### src/rtl/btn_event_latch_pkg.sv
// btn_event_latch_pkg: shared constants for the button event latch
// Contents: button window address nibble, default sizing, simulation debounce override.
package btn_event_latch_pkg;
    localparam logic [3:0] BTN_ADDR_NIBBLE         = 4'hD;
    localparam int         N_BTN_DEFAULT           = 6;
    localparam int         DEBOUNCE_CYCLES_DEFAULT = 500000;
    localparam int         DEBOUNCE_SIM            = 4;

    // True when a bus address falls in the button window.
    function automatic logic is_btn_addr(input logic [31:0] addr);
        return addr[31:28] == BTN_ADDR_NIBBLE;
    endfunction
endpackage

### src/rtl/btn_event_latch_if.sv
// btn_event_latch_if: CPU/decoder-side bus between the decoder and the button latch
// Signals: rd_strobe (read retires), btn_in (pending events), btn_en (any pending),
//          btn_level (debounced level), overflow (sticky lost-press flag).
// Modports: master = decoder/CPU side, slave = latch side.
interface btn_event_latch_if #(
    parameter int N_BTN = 6
);
    logic             rd_strobe;
    logic [N_BTN-1:0] btn_in;
    logic             btn_en;
    logic [N_BTN-1:0] btn_level;
    logic             overflow;

    modport master (output rd_strobe, input btn_in, btn_en, btn_level, overflow);
    modport slave  (input rd_strobe, output btn_in, btn_en, btn_level, overflow);
endinterface

### src/rtl/btn_event_latch_debounce.sv
// btn_event_latch_debounce: one-bit synchroniser, debounce counter and stable-level flop
// Ports: clk, rst_n (async active-low), i_raw (raw pin),
//        o_level (debounced level, registered), o_press (accepted 0->1 change this cycle).
module btn_event_latch_debounce #(
    parameter int DEBOUNCE_CYCLES = 4,
    parameter int CNT_W           = 3
) (
    input  logic clk,
    input  logic rst_n,
    input  logic i_raw,
    output logic o_level,
    output logic o_press
);
    logic             r_s1;
    logic             r_s2;
    logic [CNT_W-1:0] r_cnt;
    logic             w_accept;

    // Change is accepted once s2 has differed from the stable level for DEBOUNCE_CYCLES cycles.
    assign w_accept = (r_s2 != o_level) && (r_cnt == CNT_W'(DEBOUNCE_CYCLES - 1));
    assign o_press  = w_accept && r_s2;

    always_ff @(posedge clk or negedge rst_n) begin
        if (!rst_n) begin
            r_s1    <= 1'b0;
            r_s2    <= 1'b0;
            r_cnt   <= '0;
            o_level <= 1'b0;
        end else begin
            r_s1 <= i_raw;
            r_s2 <= r_s1;
            if (r_s2 == o_level) begin
                r_cnt <= '0;
            end else if (w_accept) begin
                o_level <= r_s2;
                r_cnt   <= '0;
            end else begin
                r_cnt <= r_cnt + 1'b1;
            end
        end
    end
endmodule

### src/rtl/btn_event_latch.sv
// btn_event_latch: debounced push-button press events held sticky until read by the CPU
// Ports: clk, rst_n (async active-low), i_btn_raw (raw pins, 1 = pressed),
//        bus (slave side: rd_strobe in; btn_in, btn_en, btn_level, overflow out, all registered).
module btn_event_latch
    import btn_event_latch_pkg::*;
#(
    parameter int N_BTN           = N_BTN_DEFAULT,
    parameter int DEBOUNCE_CYCLES = DEBOUNCE_CYCLES_DEFAULT,
    parameter int CNT_W           = 20
) (
    input  logic             clk,
    input  logic             rst_n,
    input  logic [N_BTN-1:0] i_btn_raw,
    btn_event_latch_if.slave bus
);
    logic [N_BTN-1:0] w_level;
    logic [N_BTN-1:0] w_press;
    logic [N_BTN-1:0] w_pend_nxt;
    logic             w_ovf_set;

    for (genvar g = 0; g < N_BTN; g++) begin : g_btn
        btn_event_latch_debounce #(
            .DEBOUNCE_CYCLES(DEBOUNCE_CYCLES),
            .CNT_W          (CNT_W)
        ) u_db (
            .clk    (clk),
            .rst_n  (rst_n),
            .i_raw  (i_btn_raw[g]),
            .o_level(w_level[g]),
            .o_press(w_press[g])
        );
    end

    // A read clears old events but a press in the same cycle survives into the new state.
    assign w_pend_nxt = (bus.rd_strobe ? '0 : bus.btn_in) | w_press;
    assign w_ovf_set  = |(w_press & bus.btn_in) && !bus.rd_strobe;
    assign bus.btn_level = w_level;

    always_ff @(posedge clk or negedge rst_n) begin
        if (!rst_n) begin
            bus.btn_in   <= '0;
            bus.btn_en   <= 1'b0;
            bus.overflow <= 1'b0;
        end else begin
            bus.btn_in   <= w_pend_nxt;
            bus.btn_en   <= |w_pend_nxt;
            bus.overflow <= w_ovf_set || (bus.overflow && !bus.rd_strobe);
        end
    end
endmodule

### src/flat_wrapper.sv
// flat-port wrapper written by rule: the top's interface ports become plain ports
module btn_event_latch_flat import btn_event_latch_pkg::*;
#(
    parameter int N_BTN           = N_BTN_DEFAULT,
    parameter int DEBOUNCE_CYCLES = DEBOUNCE_CYCLES_DEFAULT,
    parameter int CNT_W           = 20
)
  (clk, rst_n, i_btn_raw, bus_rd_strobe, bus_btn_in, bus_btn_en, bus_btn_level, bus_overflow);
  btn_event_latch_if #(.N_BTN(N_BTN)) bus_i ();
  input  logic clk;
  input  logic rst_n;
  input  logic [N_BTN-1:0] i_btn_raw;
  input wire logic [$bits(bus_i.rd_strobe)-1:0] bus_rd_strobe;
  output wire logic [$bits(bus_i.btn_in)-1:0] bus_btn_in;
  output wire logic [$bits(bus_i.btn_en)-1:0] bus_btn_en;
  output wire logic [$bits(bus_i.btn_level)-1:0] bus_btn_level;
  output wire logic [$bits(bus_i.overflow)-1:0] bus_overflow;
  assign bus_i.rd_strobe = bus_rd_strobe;
  assign bus_btn_in = bus_i.btn_in;
  assign bus_btn_en = bus_i.btn_en;
  assign bus_btn_level = bus_i.btn_level;
  assign bus_overflow = bus_i.overflow;
  btn_event_latch #(.N_BTN(N_BTN), .DEBOUNCE_CYCLES(DEBOUNCE_CYCLES), .CNT_W(CNT_W)) u_core (.clk(clk), .rst_n(rst_n), .i_btn_raw(i_btn_raw), .bus(bus_i));
endmodule
### config.mk
export PLATFORM = sky130hd
export DESIGN_NAME = btn_event_latch_flat
export DESIGN_NICKNAME = d
export VERILOG_FILES = /design/src/rtl/btn_event_latch_pkg.sv /design/src/rtl/btn_event_latch_if.sv /design/src/rtl/btn_event_latch_debounce.sv /design/src/rtl/btn_event_latch.sv /design/src/flat_wrapper.sv
export SDC_FILE = /design/constraint.sdc
export NUM_CORES = 1
export LEC_CHECK = 0
export BUFFER_PORTS_ARGS = -buffer_cell sky130_fd_sc_hd__buf_2
export CORE_MARGIN = 2
export CORE_UTILIZATION = 40
export DETAILED_ROUTE_END_ITERATION = 6
export GPL_TIMING_DRIVEN = 0
export SLEW_MARGIN = 25
export SYNTH_ARGS = -nofsm -noshare
export SYNTH_HDL_FRONTEND = slang
export SYNTH_SLANG_ARGS = --single-unit
### constraint.sdc
create_clock -name clk -period 2.1 [get_ports clk]
set_input_delay 0.21 -clock clk [delete_from_list [all_inputs] [get_ports clk]]
set_output_delay 0.21 -clock clk [all_outputs]
set_load 0.03 [all_outputs]
* Yosys cells after proc, flatten, opt, wreduce, memory -nomap -nowiden *
Cells that the tools add are included.

word-level totals
  bits in registers = 146
  input bits = 9
  output and inout port bits = 14

operators by class
  add/sub/neg operators = 6
  eq/ne operators = 18
  muxes and demuxes = 13
  bitwise gates (word level) = 8
  reduce and logical (&&, ||, !) cells = 24

operators by type and width
  kind                                                                count
  20-bit 2-to-1 mux                                                   12
  20-bit by 1-bit adder with 20-bit output (second input constant)    6
  20-bit by 19-bit == test with 1-bit output (second input constant)  6
  1-bit logical AND                                                   14
  2-bit AND reduction                                                 6
  6-bit OR reduction                                                  2
  6-bit bitwise AND                                                   1
  1-bit == test                                                       6
  6-bit 2-to-1 mux                                                    1
  1-bit inequality test                                               6
  1-bit inverter                                                      6
  6-bit bitwise OR                                                    1
  1-bit zero test                                                     1
  1-bit logical OR                                                    1

* Depth between registers and ports, before layout *
Gate-level depths: netlist of run 1.

  depth after elaboration = 7
  depth in mapped cells = 9
  gate-level depth less buffers = 6

* Cells and area by module *
From an unflattened synthesis of run 1, not the netlist that was laid out.

unflattened totals
  cells, all modules = 684
  area, all modules = 6,991.7 um^2

modules (own cells, without submodules)
  module                    times used  cells each  area an instance (um^2)
  btn_event_latch_debounce  6           110         1,109.8
  btn_event_latch           1           24          332.8

* Least setup slack after synthesis of run 1 *
Ideal clock, no wire load.

  path kind = flip-flop to flip-flop
  from = register u_core.g_btn[1].u_db.r_cnt[0]
  to = register u_core.g_btn[1].u_db.r_cnt[18]
  data arrival time = 1.805 ns
  setup slack = 0.176 ns
  stages on the path, launching flop included = 10
  buffers on the path = 3
  clock period less this slack = 1.924 ns
  cells stage by stage = dfrtp_1 > ha_1 > and4_1 > buf_2 > nand2_1 > nor3_1 > or2_2 > buf_2 > buf_4 > nor2_1

on the way
  cells in the longest elaborated chain, start to end = 4
  elaborated cells between the ends (all ways) = 5

RTL lines
  element                                                                           line                            text
  from (decl)                                                                       btn_event_latch_debounce.sv:16  logic [CNT_W-1:0] r_cnt;
  from (signal assigned)                                                            btn_event_latch_debounce.sv:38  r_cnt <= r_cnt + 1'b1;
  branches (longest 2 deep; another with 20-bit by 1-bit adder with 20-bit output)  n/a
  20-bit 2-to-1 mux (*)                                                             btn_event_latch_debounce.sv:34  end else if (w_accept) begin
  20-bit 2-to-1 mux (*)                                                             btn_event_latch_debounce.sv:32  if (r_s2 == o_level) begin

Every way passes the cells marked *.
A chain may end at the register's enable or synchronous reset.

* Final worst setup path of run 1 *
  from = register u_core.g_btn[4].u_db.r_s2
  to = register u_core.g_btn[4].u_db.r_cnt[14]

on the way
  cells in the longest elaborated chain, start to end = 4
  elaborated cells between the ends (all ways) = 5

RTL lines
  element                 line                            text
  from (decl)             btn_event_latch_debounce.sv:15  logic r_s2;
  from (signal assigned)  btn_event_latch_debounce.sv:31  r_s2 <= r_s1;
  1-bit inequality test   btn_event_latch_debounce.sv:20  assign w_accept = (r_s2 != o_level) && (r_cnt == CNT_W'(DEBOUNCE_CYCLES - 1));
  1-bit logical AND       btn_event_latch_debounce.sv:20
  20-bit 2-to-1 mux       btn_event_latch_debounce.sv:34
  20-bit 2-to-1 mux (*)   btn_event_latch_debounce.sv:32
  to (signal assigned)    btn_event_latch_debounce.sv:38
  to (decl)               btn_event_latch_debounce.sv:16

Mark *: on every way between the ends. The rest lies on a longest branch, timed or not.

==> summary by stage, run 1 <==
Outcome
The flow ran to the end, and the final reports show no timing, DRC or antenna violations.

Synthesis
Ranked by instance count, the synthesized netlist is headed by sky130_fd_sc_hd__dfrtp_1 (146), sky130_fd_sc_hd__nor2_1 (138), sky130_fd_sc_hd__xnor2_1 (57). The post-synthesis async set-or-reset flop share is 100.0%. The count of mapped cells out of synthesis is 687. Summed over its instances, the top area cell type makes up 53.17% of the synthesized netlist area. For this run, the number of Yosys warnings is 0. After synthesis, the cell types taking the most area are sky130_fd_sc_hd__dfrtp_1 (53%), sky130_fd_sc_hd__nor2_1 (7.5%), sky130_fd_sc_hd__xnor2_1 (7.3%). The library cell with the highest instance count after synthesis is sky130_fd_sc_hd__dfrtp_1.

The post-synthesis compound-gate area fraction is 2.258%. The simple-gate share of the synthesized area is 25.40%. Among all flip-flop cells after synthesis, the most frequent one is sky130_fd_sc_hd__dfrtp_1. Sequential elements use 53.17% of the synthesized area. The number of synthesized flops with an enable pin is 0. The average cell area after synthesis is 10.00 sq um. The portion of synthesized area spent on multiplexers is 0.4916%. The synthesized netlist net count is 702. The count of cell types in the netlist is 43.

The combinational family with the most area after synthesis is simple AND/OR/NAND/NOR gates. After synthesis the netlist holds a flip-flop and latch count of 146. The adder-cell share of the synthesized area is 1.092%. The fraction of synthesized cell area in xor and xnor cells is 13.89%. The post-synth design cell area is 6872 sq um.

Of all cell types, the one taking the most synthesized area is sky130_fd_sc_hd__dfrtp_1.

Detailed routing
The vias after detailed routing is 4894. Once detail routing completed, the nets flagged for antenna violations numbered 0. After detailed routing, the average wire length per cell comes to 13.95 microns. The pre-antenna-repair detailed-routing pass consisted of 5 iterations. The starting DRC count in detailed routing is 278. The number of DRC violations after detailed routing is 0.

The via density per instance is 5.040. The final layout contains routed wiring with a total length of 13550 microns.

Floorplanning
The die covers 18240 sq um. The initial core utilization is 41.14%. After floorplanning, the core was sized to cover 16700 sq um.

After floorplanning, the core was divided into 47 placement rows. The number of top-level pins is 23. The floorplan step set the die height to 135.1 microns. The x dimension of the die is 135.1 microns.

Worst setup path
The most critical setup path has its startpoint at u_core.g_btn[4].u_db.r_s2$_DFF_PN0_. The data arrival time of the worst path is 2.31 ns. The worst setup path is captured at a flip-flop. The worst reg2reg path startpoint is u_core.g_btn[4].u_db.r_s2$_DFF_PN0_. Along the worst path, the maximum fanout reaches 10. At the worst endpoint, the required time is 2.41 ns.

The nature of the critical path startpoint is a flip-flop. The critical path is of the flip-flop to flip-flop type.

CTS
The clock reaches the later pin of the worst-skew pair after 0.42 ns. The TritonCTS clock tree is built. TritonCTS created 17 clock buffers. The sink count of the clock tree is 146. Clock-pin slew was measured on the worst setup and hold paths at 0.06 ns. The number of buffers on the longest clock path is 2. The clock tree root buffer cell is sky130_fd_sc_hd__clkbuf_16. The depth of the CTS H-tree is 4.

Finish
The area occupied by multi-input gates is 3048 sq um. The number of nets at the end of the flow is 753. The number of antenna repair diodes is 0. Compared with the post-synthesis result, the final layout area differs by 18.48%. The number of fillers in the final layout is 1511. The flip-flop and latch area is 3654 sq um. The ratio of cells with drive above 1 in the final layout is 13.45%.

Power and ir drop
In this run the static leakage power is 3.506 nW. For this design the ratio of total power to cell area is 793.6 nW/um^2. Total power for the finished layout comes to 6.461 mW. VDD sags by at most 0.0006474 V.

Placed design
The count of input and output buffers is 22. The final weighted congestion of routability-driven global placement is 0.8457. Summed over all nets, the half-perimeter wirelength after detailed placement is 9137 microns.

Timing
The total count of hold-check failures in the final report is 0. The total of endpoints with negative setup slack in the final report is 0. The tightest slew margin relative to the limit is 51.74%. For the final database, setup skew stands at 0.006160 ns. The maximum achievable frequency is 0.4984 GHz. The clock period minus final worst setup slack is 2.006 ns. For the pin with the worst max-slew slack, the measured transition is 0.7172 ns. In the final timing run, aggregate negative setup slack is 0 ns.

The final clock period utilization by the worst path is 95.54%. The number of pins with negative max-slew slack in the final report is 0.

GRT
The number of antenna violations at the first check in global routing was 0. Summed over all layers, the global routing overflow is 0. Entering global routing, the biggest net connects 97 pins. The number of global-route vias before repair is 4782. Global routing consumed, over all layers together, 15.91% of the routing resources. The first global-routing pass estimated 23070 microns of wire.

Hold path
The startpoint of the worst hold path is bus_rd_strobe. In this run the worst hold path is classified as input port to flip-flop.

Flow run
The tool flagged a number of max-cap violations equal to 0.
## state kept, by name, indices dropped and copies added, names as in the netlist
signal / flops
u_core.g_btn.u_db.r_s2: 6
u_core.g_btn.u_db.o_level: 6
u_core.bus.btn_en: 1
u_core.bus.btn_in: 6
u_core.g_btn.u_db.r_s1: 6
u_core.bus.overflow: 1
u_core.g_btn.u_db.r_cnt: 120
## per-stage QoR
step / instance area, sq um / std cells / setup WS [ns] / util, % / hold WS (ns)
6_report: 8142 / 971 / 0.09369 / 48.75 / 0.08897
4_1_cts: 8068 / 969 / 0.001456 / 48.31 / 0.07299
2_1_floorplan: 6872 / 687 / 0.1759 / - / -0.08559
5_1_grt: 8142 / 971 / -0.03878 / 48.75 / 0.08664
3_3_place_gp: 7257 / 929 / -1.248 / 43.45 / 0.3174
3_5_place_dp: 7295 / 930 / -0.2011 / 43.68 / 0.1527
## where the power goes
| part | leakage, nW | switching, mW | internal [mW] |
|---|---|---|---|
| logic | 1.20 | 0.132 | 0.0734 |
| registers | 2.00 | 0.0384 | 2.85 |
| clock network | 0.309 | 1.19 | 2.18 |
## logic make-up after synthesis
| logic type | after synthesis |
|---|---|
| adders and majority gates | 6 |
| and+or+nand+nor | 348 |
| AOI/OAI and AO/OA | 25 |
| buffers and inverters | 50 |
| muxes | 3 |
| DFF | 146 |
| xor gates and xnor gates | 109 |
## metal layers
| layer | track usage (%) | share of wire (%) |
|---|---|---|
| met5 | 0 | 0 |
| met4 | 5.324 | 1.2 |
| met3 | 4.917 | 3.8 |
| met2 | 24.56 | 47 |
| met1 | 21.42 | 48 |
## worst max-delay path: stages (launching register included)
cell,delay (ns)
sky130_fd_sc_hd__dfrtp_1,0.41
sky130_fd_sc_hd__xnor2_1,0.17
sky130_fd_sc_hd__or4_4,0.44
sky130_fd_sc_hd__nor4_4,0.37
sky130_fd_sc_hd__or2_1,0.16
sky130_fd_sc_hd__buf_6,0.14
sky130_fd_sc_hd__buf_12,0.13
sky130_fd_sc_hd__nor2_1,0.06
## placed cells by master (no fill, tap or decap), types with 3 or more instances in the layout
cell type | netlist | layout
sky130_fd_sc_hd__a21oi_1 | 5 | 5
sky130_fd_sc_hd__and3_1 | 11 | 11
sky130_fd_sc_hd__and4_1 | 15 | 14
sky130_fd_sc_hd__buf_2 | 7 | 24
sky130_fd_sc_hd__buf_4 | 9 | 16
sky130_fd_sc_hd__bufinv_16 | 0 | 5
sky130_fd_sc_hd__clkbuf_1 | 6 | 4
sky130_fd_sc_hd__clkbuf_16 | 0 | 17
sky130_fd_sc_hd__clkinvlp_4 | 0 | 4
sky130_fd_sc_hd__dfrtp_1 | 146 | 146
sky130_fd_sc_hd__dlygate4sd3_1 | 0 | 7
sky130_fd_sc_hd__ha_1 | 6 | 5
sky130_fd_sc_hd__inv_1 | 26 | 26
sky130_fd_sc_hd__mux2_2 | 3 | 3
sky130_fd_sc_hd__nand2_1 | 41 | 39
sky130_fd_sc_hd__nand3_1 | 44 | 44
sky130_fd_sc_hd__nand4_1 | 25 | 25
sky130_fd_sc_hd__nor2_1 | 138 | 138
sky130_fd_sc_hd__nor2b_1 | 3 | 3
sky130_fd_sc_hd__nor3_1 | 18 | 15
sky130_fd_sc_hd__nor3_4 | 0 | 3
sky130_fd_sc_hd__nor4_1 | 20 | 17
sky130_fd_sc_hd__nor4_2 | 0 | 3
sky130_fd_sc_hd__nor4b_1 | 6 | 5
sky130_fd_sc_hd__o21ai_0 | 11 | 11
sky130_fd_sc_hd__or2_2 | 7 | 7
sky130_fd_sc_hd__or3_1 | 6 | 6
sky130_fd_sc_hd__xnor2_1 | 57 | 57
sky130_fd_sc_hd__xor2_1 | 52 | 52
## area by class of cell
cell class / instances / share of cell area, %
plain buffers: 21 / 1.875
clock buffers: 20 / 5.609
clock inverters: 12 / 2.490
inverters: 26 / 1.199
multi-input cells: 491 / 37.44
flip-flops and latches: 146 / 44.87
well taps: 220 / 3.381
repair buffers: 35 / 3.135
## path summary, 6_finish.rpt
kind	cells past startpoint	to	slack, ns
worst max-delay path	7	u_core.g_btn[4].u_db.r_cnt[14]$_DFF_PN0_	0.09
worst min-delay path	2	u_core.bus.overflow$_DFF_PN0_	0.09
worst max register to register	7	u_core.g_btn[4].u_db.r_cnt[14]$_DFF_PN0_	0.09
worst min register to register	0	u_core.g_btn[1].u_db.r_s2$_DFF_PN0_	0.35
max in group asynchronous	3	u_core.g_btn[1].u_db.r_cnt[6]$_DFF_PN0_	1.00
min in group asynchronous	2	u_core.g_btn[3].u_db.r_cnt[4]$_DFF_PN0_	0.30
## timing repair
item | CTS | global route
endpoints found under the setup margin | 48 | 71
hold buffers | 7 | 0
gates cloned | 0 | 0
endpoints found under the hold margin | 56 | 0
resized for setup | 8 | 17
buffers inserted | 0 | 5
pin swaps | 2 | 4
(Power assumes the default switching activity.)
==> run 2: changes to the inputs <==
--- a/config.mk
+++ b/config.mk
@@ -6,7 +6,6 @@
 export NUM_CORES = 1
 export LEC_CHECK = 0
 export BUFFER_PORTS_ARGS = -buffer_cell sky130_fd_sc_hd__buf_2
-export CORE_MARGIN = 2
 export CORE_UTILIZATION = 40
 export DETAILED_ROUTE_END_ITERATION = 6
 export GPL_TIMING_DRIVEN = 0
==> constraint.sdc (replaced) <==
create_clock -name clk -period 2.06 [get_ports clk]
set_input_delay 0.206 -clock clk [delete_from_list [all_inputs] [get_ports clk]]
set_output_delay 0.206 -clock clk [all_outputs]
set_load 0.03 [all_outputs]
==> run 2 against run 1 <==
Against the previous run: worst setup slack worse by 0.0068 ns; clock-buffer cell count is 5 higher; combinational power is 3% higher; clock power is 12% lower; power is 5.2% lower; highest routed layer unchanged.
==> summary by stage, run 2 (same netlist as run 1, synthesis figures left out) <==
Outcome
Run status: completed (unchanged).

Detailed routing
The routed length per instance is 13.55 microns (was 13.95 microns). The via density per instance came to 5.032 (was 5.040). The wire length reported by the detailed router is 13190 microns (was 13550 microns). The starting DRC count in detailed routing came to 231 (was 278). The post-detailed-route count of antenna-violating nets is 0 (unchanged). The total iterations of the first detailed-routing run came to 4 (was 5).

The number of DRC violations after detailed routing was 0 (unchanged). The vias after detailed routing is 4896 (was 4894).

Finish
The ratio of cells with drive above 1 in the final layout is 14.74% (was 13.45%). Commonest cells after routing, fill and taps aside: sky130_fd_sc_hd__dfrtp_1 (144), sky130_fd_sc_hd__nor2_1 (138), sky130_fd_sc_hd__xnor2_1 (57) (was sky130_fd_sc_hd__dfrtp_1 (146), sky130_fd_sc_hd__nor2_1 (138), sky130_fd_sc_hd__xnor2_1 (57)). The flip-flop count of the largest register, all copies and words added is 120 (unchanged). The number of standard cells in the final layout excluding fillers is 973 (was 971).

The register with the highest flop count is u_core.g_btn.u_db.r_cnt (unchanged). The number of fillers in the final layout is 1550 (was 1511). The synthesis-to-layout area growth came to 18.52% (was 18.48%). The final design instance area without fill came to 8144 sq um (was 8142 sq um). The number of nets at the end of the flow came to 757 (was 753).

The most frequent standard cell in the layout excluding fill and tap cells is sky130_fd_sc_hd__dfrtp_1 (unchanged). The number of antenna repair diodes is 0 (unchanged).

Worst setup path
Critical path, cell by cell: or4b_4 -> nor4_4 -> nor4b_4 -> a311oi_1 -> a41oi_2 (was xnor2_1 -> or4_4 -> nor4_4 -> or2_1 -> buf_6 -> buf_12 -> nor2_1). The nature of the critical path startpoint is a flip-flop (unchanged). The data arrival time of the worst path came to 2.31 ns (about the same). The depth of the most critical reg-to-reg path was 5 (was 7). The largest stage delay on the critical path is 0.56 ns (was 0.44 ns). The maximum net fanout on the critical path is 7 (was 10). The required time of the critical path came to 2.39 ns (was 2.41 ns). The start-to-end type of the worst setup path is flip-flop to flip-flop (unchanged). The cell at the slowest stage of the critical path is sky130_fd_sc_hd__or4b_4 (was sky130_fd_sc_hd__or4_4). The element type at the critical path end is a flip-flop (unchanged).

Placed design
The total placed cells including tap cells is 930 (unchanged). The placed cell area is 7295 sq um (unchanged). The HPWL reported at the end of detailed placement is 8898 microns (was 9137 microns). The count of input and output buffers is 22 (unchanged). The final weighted congestion of routability-driven global placement came to 0.8035 (was 0.8457).

GRT
The maximum number of pins on one net before global-route repair came to 92 (was 97). The wire length of the first global-routing pass is 22930 microns (was 23070 microns). The number of antenna violations at the first check in global routing came to 0 (unchanged). The number of global-route vias before repair came to 4908 (was 4782). The total congestion overflow after global routing is 0 (unchanged). The global routing usage summed across all routing layers is 16.27% (was 15.91%).

Flow run
The max-cap check violation count is 0 (unchanged).

Floorplanning
The placeable core region is 16700 sq um (unchanged). The initial core utilization is 41.14% (unchanged). The die span in y is 133.1 microns (was 135.1 microns). The overall die area is 17710 sq um (was 18240 sq um).

The standard-cell row count is 47 (unchanged). The x dimension of the die was 133.1 microns (was 135.1 microns). The number of top-level pins is 23 (unchanged).

Timing
The maximum achievable frequency is 0.5068 GHz (was 0.4984 GHz). The final clock period utilization by the worst path was 95.78% (was 95.54%). The number of pins with negative max-slew slack in the final report came to 0 (unchanged). The total count of hold-check failures in the final report is 0 (unchanged). The tightest slew margin relative to the limit came to 69.98% (was 51.74%).

The clock period minus final worst setup slack is 1.973 ns (was 2.006 ns). The smallest hold slack is 0.09654 ns (was 0.08897 ns). The setup skew after layout is 0.004668 ns (was 0.006160 ns).

The total of endpoints with negative setup slack in the final report is 0 (unchanged). The slew of the pin with the lowest slew margin is 0.4462 ns (was 0.7172 ns).

Power and ir drop
The power density over the cells was 751.9 nW/um^2 (was 793.6 nW/um^2). The leakage power total was 3.524 nW (was 3.506 nW). The post-route total power was 6.124 mW (was 6.461 mW). The maximum VDD drop is 0.0006171 V (was 0.0006474 V).

Hold path
The number of cells on the worst hold path is 2 (unchanged). The class of the tightest hold or removal check is input port to flip-flop (unchanged).

CTS
The TritonCTS clock tree is built (unchanged). The depth of the CTS H-tree is 4 (unchanged). The sink count of the clock tree is 146 (unchanged). The clock transition at the registers of the reported paths is 0.06 ns (about the same). The number of buffers on the longest clock path is 2 (unchanged). The clock latency on the worst-skew pair is 0.42 ns (about the same). The clock tree root buffer cell is sky130_fd_sc_hd__clkbuf_16 (unchanged).

The number of buffers created by CTS is 17 (unchanged).
==> run 2: cell count changes in the layout (fill, tap and decap cells not counted), sizes merged <==
| cell | before | now |
|---|---|---|
| buf | 44 | 49 |
| clkbuf | 25 | 29 |
| bufinv | 5 | 2 |
| clkinvlp | 4 | 1 |
| inv | 28 | 26 |
| clkinv | 1 | 2 |
==> run 2: through the flow <==
step	setup WS, ns	setup TNS (ns)	utilization (%)
after floorplan	0.1359	0	-
after global placement	-1.300	-194.34	43.45
after detailed placement	-0.3701	-8.015	43.68
after CTS	-0.01092	-0.01092	47.92
after global routing	-0.002259	-0.002259	48.76
final	0.08691	0	48.76
==> run 2: per-layer routing <==
metal | global-route usage, % | vias up | share of wire, %
met5 | 0 | - | 0
met4 | 5.109 | 0 | 1.2
met3 | 4.789 | 11 | 3.3
met2 | 26.18 | 48 | 48
met1 | 21.06 | 2396 | 48
li1 | - | 2441 | -
==> run 2: worst paths after layout <==
| path | startpoint | end | slack [ns] |
|---|---|---|---|
| setup / recovery | u_core.g_btn[3].u_db.r_cnt[7]$_DFF_PN0_ | u_core.bus.overflow$_DFF_PN0_ | 0.09 |
| hold / removal | bus_rd_strobe | u_core.bus.overflow$_DFF_PN0_ | 0.1 |
| setup reg to reg | u_core.g_btn[3].u_db.r_cnt[7]$_DFF_PN0_ | u_core.bus.overflow$_DFF_PN0_ | 0.09 |
| hold reg to reg | u_core.g_btn[2].u_db.r_s1$_DFF_PN0_ | u_core.g_btn[2].u_db.r_s2$_DFF_PN0_ | 0.35 |
| max in group asynchronous | rst_n | u_core.g_btn[1].u_db.r_cnt[17]$_DFF_PN0_ | 1.00 |
| min in group asynchronous | rst_n | u_core.g_btn[5].u_db.r_s2$_DFF_PN0_ | 0.30 |
==> run 2: area by class of cell <==
class	instances	area, sq um	area share (%)
clock inverter	5	77.57	0.9525
timing repair buffer	39	285.3	3.503
clock buffer	25	485.5	5.961
multi-input combinational	491	3112	38.21
buffer	21	155.1	1.905
inverter	26	97.59	1.198
sequential	146	3656	44.89
tap	220	275.3	3.380
==> run 2: report_power, final <==
part	total (mW)	switching (mW)	leakage, nW	internal (mW)
clock network	2.96	1.10	0.273	1.86
registers	2.95	0.0365	1.99	2.91
logic	0.212	0.134	1.26	0.0779
==> run 2: repair_timing <==
| item | 4_1_cts | 5_1_grt |
|---|---|---|
| endpoints found under the setup margin | 63 | 76 |
| resized for setup | 12 | 27 |
| hold endpoints to repair | 61 | 0 |
| hold buffers | 7 | 0 |
| pin swaps | 2 | 7 |
| gates cloned | 0 | 1 |
| setup buffers | 2 | 6 |
==> run 2: critical path, delay by kind of cell (launching register included) <==
kind,cells,cell delay [ns]
AOI/OAI and AO/OA,2,0.32
and+or+nand+nor,3,1.13
DFF,1,0.45
